==> src/rtl/pic_pkg.sv <==
// Shared constants and types for the PIC-style peripheral blocks.
// File addresses the input ports decode, plus the pin filter state type.
package pic_pkg;

  localparam logic [6:0] PORTA_ADDR = 7'h06;
  localparam logic [6:0] PORTB_ADDR = 7'h07;

  typedef enum logic {
    F_IDLE = 1'b0,
    F_QUAL = 1'b1
  } filt_state_t;

endpackage

==> src/rtl/pic_sync_filter.sv <==
// Synchroniser plus glitch filter for asynchronous input pins.
// A new value is accepted only after it has been stable for FILTER_CYCLES clocks.
module pic_sync_filter
  import pic_pkg::*;
#(
  parameter int WIDTH         = 8,
  parameter int SYNC_STAGES   = 2,
  parameter int FILTER_CYCLES = 4
) (
  input  logic             i_clk,
  input  logic             i_rst_n,
  input  logic [WIDTH-1:0] i_pin,
  output logic [WIDTH-1:0] o_filtered
);

  localparam int CW = $clog2(FILTER_CYCLES) + 1;
  localparam logic [CW-1:0] CNT_LAST = CW'(FILTER_CYCLES - 1);

  logic [SYNC_STAGES-1:0][WIDTH-1:0] r_sync;
  logic [WIDTH-1:0]                  w_s;
  logic [WIDTH-1:0]                  r_cand;
  logic [WIDTH-1:0]                  r_filtered;
  logic [CW-1:0]                     r_cnt;
  filt_state_t                       r_state;

  always_ff @(posedge i_clk or negedge i_rst_n) begin
    if (!i_rst_n) begin
      r_sync <= '0;
    end else begin
      r_sync <= {r_sync[SYNC_STAGES-2:0], i_pin};
    end
  end

  assign w_s = r_sync[SYNC_STAGES-1];

  // A return to the accepted value mid-qualification is a glitch, so it wins over a restart.
  always_ff @(posedge i_clk or negedge i_rst_n) begin
    if (!i_rst_n) begin
      r_state    <= F_IDLE;
      r_cand     <= '0;
      r_cnt      <= '0;
      r_filtered <= '0;
    end else begin
      case (r_state)
        F_IDLE: begin
          if (w_s != r_filtered) begin
            if (FILTER_CYCLES == 1) begin
              r_filtered <= w_s;
            end else begin
              r_cand  <= w_s;
              r_cnt   <= CW'(1);
              r_state <= F_QUAL;
            end
          end
        end
        F_QUAL: begin
          if (w_s == r_filtered) begin
            r_state <= F_IDLE;
          end else if (w_s != r_cand) begin
            r_cand <= w_s;
            r_cnt  <= CW'(1);
          end else if (r_cnt == CNT_LAST) begin
            r_filtered <= r_cand;
            r_state    <= F_IDLE;
          end else begin
            r_cnt <= r_cnt + CW'(1);
          end
        end
        default: r_state <= F_IDLE;
      endcase
    end
  end

  assign o_filtered = r_filtered;

endmodule

==> src/rtl/pic_in_port.sv <==
// Input port for the core's data space: filtered pins, read decode,
// last-read snapshot and a sticky interrupt-on-change flag.
module pic_in_port
  import pic_pkg::*;
#(
  parameter int         WIDTH         = 8,
  parameter int         SYNC_STAGES   = 2,
  parameter int         FILTER_CYCLES = 4,
  parameter logic [6:0] PORT_ADDR     = PORTA_ADDR
) (
  input  logic             i_clk,
  input  logic             i_rst_n,
  input  logic [WIDTH-1:0] i_pin_in,
  input  logic [6:0]       i_address,
  input  logic             i_rd_en,
  input  logic             i_clr_flag,
  input  logic             i_irq_en,
  output logic [WIDTH-1:0] o_data_out,
  output logic             o_data_oe,
  output logic [WIDTH-1:0] o_filtered,
  output logic             o_change_flag,
  output logic             o_irq
);

  logic [WIDTH-1:0] w_filtered;
  logic             w_rd_hit;
  logic             w_mismatch;
  logic [WIDTH-1:0] r_snapshot;
  logic             r_change_flag;

  pic_sync_filter #(
    .WIDTH         (WIDTH),
    .SYNC_STAGES   (SYNC_STAGES),
    .FILTER_CYCLES (FILTER_CYCLES)
  ) u_sync_filter (
    .i_clk      (i_clk),
    .i_rst_n    (i_rst_n),
    .i_pin      (i_pin_in),
    .o_filtered (w_filtered)
  );

  assign w_rd_hit   = i_rd_en && (i_address == PORT_ADDR);
  assign w_mismatch = (w_filtered != r_snapshot);

  // A persisting mismatch re-sets the flag on the same edge a clear arrives.
  always_ff @(posedge i_clk or negedge i_rst_n) begin
    if (!i_rst_n) begin
      r_snapshot    <= '0;
      r_change_flag <= 1'b0;
    end else begin
      if (w_rd_hit) begin
        r_snapshot <= w_filtered;
      end
      r_change_flag <= (r_change_flag & ~i_clr_flag) | w_mismatch;
    end
  end

  assign o_data_oe     = w_rd_hit;
  assign o_data_out    = w_rd_hit ? w_filtered : '0;
  assign o_filtered    = w_filtered;
  assign o_change_flag = r_change_flag;
  assign o_irq         = r_change_flag & i_irq_en;

endmodule

==> config.mk <==
export PLATFORM = sky130hd
export DESIGN_NAME = pic_in_port
export DESIGN_NICKNAME = d
export VERILOG_FILES = /design/src/rtl/pic_pkg.sv /design/src/rtl/pic_sync_filter.sv /design/src/rtl/pic_in_port.sv
export SDC_FILE = /design/constraint.sdc
export NUM_CORES = 1
export LEC_CHECK = 0
export CORE_ASPECT_RATIO = 0.6
export CORE_UTILIZATION = 50
export CTS_CLUSTER_SIZE = 25
export DETAILED_ROUTE_END_ITERATION = 7
export PLACE_DENSITY = 0.83
export SLEW_MARGIN = 20
export SYNTH_ARGS = -nofsm -noshare
export SYNTH_HDL_FRONTEND = slang
export SYNTH_SLANG_ARGS = --single-unit
==> constraint.sdc <==
create_clock -name i_clk -period 2.25 [get_ports i_clk]
set_input_delay 0.45 -clock i_clk [delete_from_list [all_inputs] [get_ports i_clk]]
set_output_delay 0.45 -clock i_clk [all_outputs]
set_load 0.1 [all_outputs]
## After elaboration in Yosys (flattened, before gate mapping)

Index checks and enable logic that the tools add are counted.

- Register bits after elaboration: 45
- Output and inout port bits: 19
- Logic and storage cells: 45

- $add $sub $neg: 1
- Equality and inequality tests: 10
- Multiplexer cells: 15
- Bitwise gates (word level): 7
- Reductions and logical operators: 4

Operators with widths:

| kind | count |
|---|---|
| 8-bit 2-to-1 mux | 4 |
| 8-bit != test | 3 |
| 8-bit one-hot mux with 2 select lines | 1 |
| 3-bit 2-to-1 mux | 4 |
| 8-bit == test | 1 |
| 7-bit by 3-bit == test with 1-bit output (second input constant) | 1 |
| 3-bit one-hot mux with 2 select lines | 1 |
| 3-bit AND reduction | 2 |
| 1-bit 2-to-1 mux | 4 |
| 2-bit != test (second input constant) | 2 |
| 1-bit inverter | 4 |
| 4-bit AND reduction | 1 |
| 3-bit by 1-bit adder with 3-bit output (second input constant) | 1 |
| 3-bit by 2-bit == test with 1-bit output (second input constant) | 1 |
| 3-bit != test (second input constant) | 1 |
| 1-bit AND | 2 |
| 2-bit by 1-bit != test with 1-bit output (second input constant) | 1 |
| 1-bit one-hot mux with 2 select lines | 1 |
| 1-bit logical AND | 1 |
| 1-bit OR | 1 |

## Longest topological paths before layout

- Depth in word-level cells: 5
- Mapped depth: 5

## By module

A second synthesis with hierarchy kept.

- Cell total of the unflattened synthesis: 129
- Area total of the unflattened synthesis: 1904.3 um^2

By module, submodules not included:

| module | instances | cells an instance | area an instance (um^2) | sequential area each (um^2) |
|---|---|---|---|---|
| pic_sync_filter | 1 | 86 | 1370.1 | 900.9 |
| pic_in_port | 1 | 43 | 534.3 | 225.2 |

## Worst setup path before layout

OpenSTA, ideal clock, no wires.

- Path type: input-to-output
- Start point: input port i_address[0]
- End point: output port o_data_out[0]
- Arrival: 2379 ps
- Required time: 1800 ps
- Path slack: -579 ps
- Stages: 5
- Buffers on the path: 2
- Path through: nor4bb_1 -> and4b_1 -> buf_2 -> buf_2 -> and2_1

- Longest elaborated chain between the ends: 3

Ends and longest elaborated chain:

| item | RTL line | RTL |
|---|---|---|
| start: declaration | pic_in_port.sv:14 | `input logic [6:0] i_address,` |
| 7-bit by 3-bit == test with 1-bit output | pic_in_port.sv:42 | `assign w_rd_hit = i_rd_en && (i_address == PORT_ADDR);` |
| 1-bit logical AND | pic_in_port.sv:42 |  |
| net o_data_oe | pic_in_port.sv:19 | `output logic o_data_oe,` |
| 8-bit 2-to-1 mux | pic_in_port.sv:59 | `assign o_data_out = w_rd_hit ? w_filtered : '0;` |
| end: declaration | pic_in_port.sv:18 | `output logic [WIDTH-1:0] o_data_out,` |

The timed path passes the listed nets, and every way through them passes these cells.

## Worst setup path in the final report

- Start point: input port i_address[5]
- End point: output port o_data_out[5]

- Longest elaborated chain between the ends: 3

Ends and longest elaborated chain:

| item | RTL line |
|---|---|
| 7-bit by 3-bit == test with 1-bit output | pic_in_port.sv:42 |
| 1-bit logical AND | pic_in_port.sv:42 |
| 8-bit 2-to-1 mux | pic_in_port.sv:59 |

No other way between the ends.

==> summary.txt <==
Worst hold path
  • Hold WC Path Type: input pin to asynchronous set/reset pin

Clock tree
  • CTS tree: built
  • Clock Latency Late Sink: 290 ps
  • CTS H-tree depth: 2
  • Root Driver: clkbuf_8
  • Total clock sinks: 45
  • CTS Buf Count: 5
  • Worst-path clk slew: 80 ps
  • CTS max path bufs: 2
  • Cts hold-fix bufs: 0

Power and ir drop
  • Leak pwr: 1.21 nW
  • Peak VDD IR: 0.451 mV
  • Pwr dens: 611 mW/mm^2

Synthesis
  • Most instantiated cells after synthesis: dfrtp_1, mux2_2, xnor2_1
  • Net Count, Synth: 152
  • Area fraction in compound gates after synthesis: 1.41%
  • Largest family of logic cells by synthesized area: multiplexers
  • Post-synth top flop: dfrtp_1
  • EDFF count, synth: 0
  • Post-Syn Area: 0.00186 sq mm
  • Synthesized flop and latch total: 45
  • Sequential share of the synthesized area: 60.4%
  • Top cell type's share of synthesized area: 60.4%
  • Synth Area in XOR/XNOR: 11.3%
  • Ys Warns: 0
  • Proportion of synthesized area in mux cells: 15.3%
  • Top cells by area, synth: dfrtp_1, mux2_2, xnor2_1, xor2_1, and2_1
  • Distinct cells, synth: 24
  • Adder-Cell Fraction of Synth Area: 1.34%
  • Yosys top cell by area: dfrtp_1
  • Most numerous cell in the Yosys netlist: dfrtp_1
  • Post-synth ARST share: 100%
  • Synthesized area per cell: 14.3 sq um
  • Synth Instances: 130
  • Post-Synth Simple-Gate Area: 8.87%

Run status
  • Status: finished, final reports clean

Global routing
  • Global Route Usage Sum: 21.1%
  • Largest net degree at the start of global routing: 46
  • Vias in the first global route: 1272
  • Antenna violations before repair: 0
  • Grt ovf: 0
  • First-pass GRT wire length: 6.00 mm

Worst setup path
  • Maximum fanout count along the critical path: 6
  • Crit Path Class: input pin to output pin
  • Buffers & Inverters on Critical Path: 3
  • Crit-path cells: clkdlybuf4s50_1 > nor2_1 > and4b_1 > buf_6 > and2_4 > buf_12
  • Crit path max-delay family: buffers and inverters
  • Crit path launch type: input pin
  • Worst endpoint required time: 1800 ps
  • Worst Setup End Kind: output pin
  • Crit path DAT: 1680 ps
  • CP max stage delay: 400 ps
  • Slowest CP cell: clkdlybuf4s50_1

Finish
  • Fin cells: 227
  • Ant. Diodes: 0
  • Cell area after layout: 0.00256 sq mm
  • P&R area growth vs syn: 37.5%
  • Post-layout nets: 203
  • Post-Route Utilization: 75.3%
  • Share of layout cells above drive strength 1: 39.0%

Drt
  • Total Wirelength: 3.64 mm
  • Routed Antenna Nets: 0
  • WL/cell: 16.0 um
  • Via density: 5.07
  • Initial drt markers: 8
  • Via count: 1151
  • DRC: 0
  • Drt pass-1 iters: 4

Timing
  • Clock period minus worst slack: 2130 ps
  • Final Setup Violations: 0
  • Max-slew violation count: 0
  • Max_slew headroom: 63.3%
  • TNS Setup: 0 ps
  • Worst-Margin Slew: 551 ps
  • Worst Skew: 7.67 ps
  • Setup ws final: 122 ps
  • RSZ-0062 raised after global routing: false
  • Final Hold Fails: 0
  • Fmax: 470 MHz
  • Period utilisation layout: 94.6%

Floorplan
  • FP Rows: 16
  • Die area: 0.00398 sq mm
  • Die H: 49.3 um
  • Total core area: 0.00340 sq mm
  • # IOs: 39
  • Starting Density: 54.7%
  • Die width: 80.8 um

Placed design
  • Post-Place Worst Slack: -72.9 ps
  • DP Cell Count: 217
  • RD Place Congestion: 0.779
  • Final HPWL DP: 2.68 mm
  • Area after DPL: 0.00243 sq mm
  • Port bufs: 38

Job
  • Max_cap viols: 0
cell usage in the layout (no fill, tap or decap), types with 2 or more instances in the layout:
| cell | Yosys | final |
|---|---|---|
| and2_4 | 0 | 8 |
| buf_12 | 0 | 10 |
| buf_4 | 0 | 15 |
| buf_6 | 0 | 2 |
| clkbuf_8 | 0 | 6 |
| clkdlybuf4s50_1 | 0 | 14 |
| dfrtp_1 | 45 | 45 |
| dlygate4sd2_1 | 0 | 4 |
| ha_1 | 2 | 2 |
| inv_1 | 4 | 4 |
| mux2_2 | 24 | 24 |
| nand4_1 | 3 | 3 |
| nor2_1 | 2 | 2 |
| o22ai_1 | 2 | 2 |
| xnor2_1 | 17 | 17 |
| xor2_1 | 7 | 7 |
power by group:
group | internal, mW | switching [mW]
Clock | 0.362 | 0.257
Combinational | 0.0531 | 0.0415
Sequential | 0.831 | 0.0202
Total | 1.25 | 0.319
per-stage QoR:
step                      hold slack (ps)  total power, mW
after detailed placement              336            0.966
after global placement                333            0.958
after CTS                             236             1.58
final                                 219             1.57
after global routing                  265             1.62
after floorplan                       154            0.903
cells by family after synthesis:
logic type                 after synthesis
adders and majority gates                2
xor gates and xnor gates                24
muxes                                   25
AOI/OAI and AO/OA                        4
and+or+nand+nor                         24
DFF                                     45
buffers and inverters                    6
timing repair:
item	4_1_cts	5_1_grt
resized for setup	6	0
endpoints found under the setup margin	9	0
setup buffers	2	0
flip-flops by register name, indices dropped and copies added, names as in the netlist:
signal and flops:
o_change_flag 1, u_sync_filter.w_s 8, u_sync_filter.r_cnt 3, u_sync_filter.r_state 1, u_sync_filter.r_sync 8, u_sync_filter.o_filtered 8
r_snapshot 8, u_sync_filter.r_cand 8
path summary, 6_finish.rpt:
| kind | startpoint | to | slack (ps) | depth (start not counted) |
|---|---|---|---|---|
| worst min register to register | u_sync_filter.r_sync[3] | u_sync_filter.w_s[3] | 350 | 0 |
| max in group asynchronous | i_rst_n | u_sync_filter.r_sync[3] | 1650 | 2 |
| worst max register to register | u_sync_filter.w_s[0] | u_sync_filter.r_cnt[0] | 290 | 5 |
| worst max-delay path | i_address[5] | o_data_out[5] | 120 | 6 |
| min in group i_clk | u_sync_filter.r_sync[3] | u_sync_filter.w_s[3] | 350 | 0 |
| worst min-delay path | i_rst_n | u_sync_filter.r_cand[0] | 220 | 2 |
area by class of cell:
type / count / area [sq um]
clock buffer: 7 / 86.3
clock inverter: 1 / 30.0
fill: 210 / 842
inverter: 4 / 15.0
multi-input combinational: 79 / 732
sequential: 45 / 1130
tap: 45 / 56.3
timing repair buffer: 46 / 515
per-layer routing:
| metal | wire length (um) | global-route usage (%) |
|---|---|---|
| met1 | 1510 | 25.6 |
| met2 | 1890 | 34.7 |
| met3 | 188 | 7.29 |
| met4 | 52 | 8.04 |
| met5 | 0 | 0 |
Note: power is estimated with default switching activity, not from simulation.
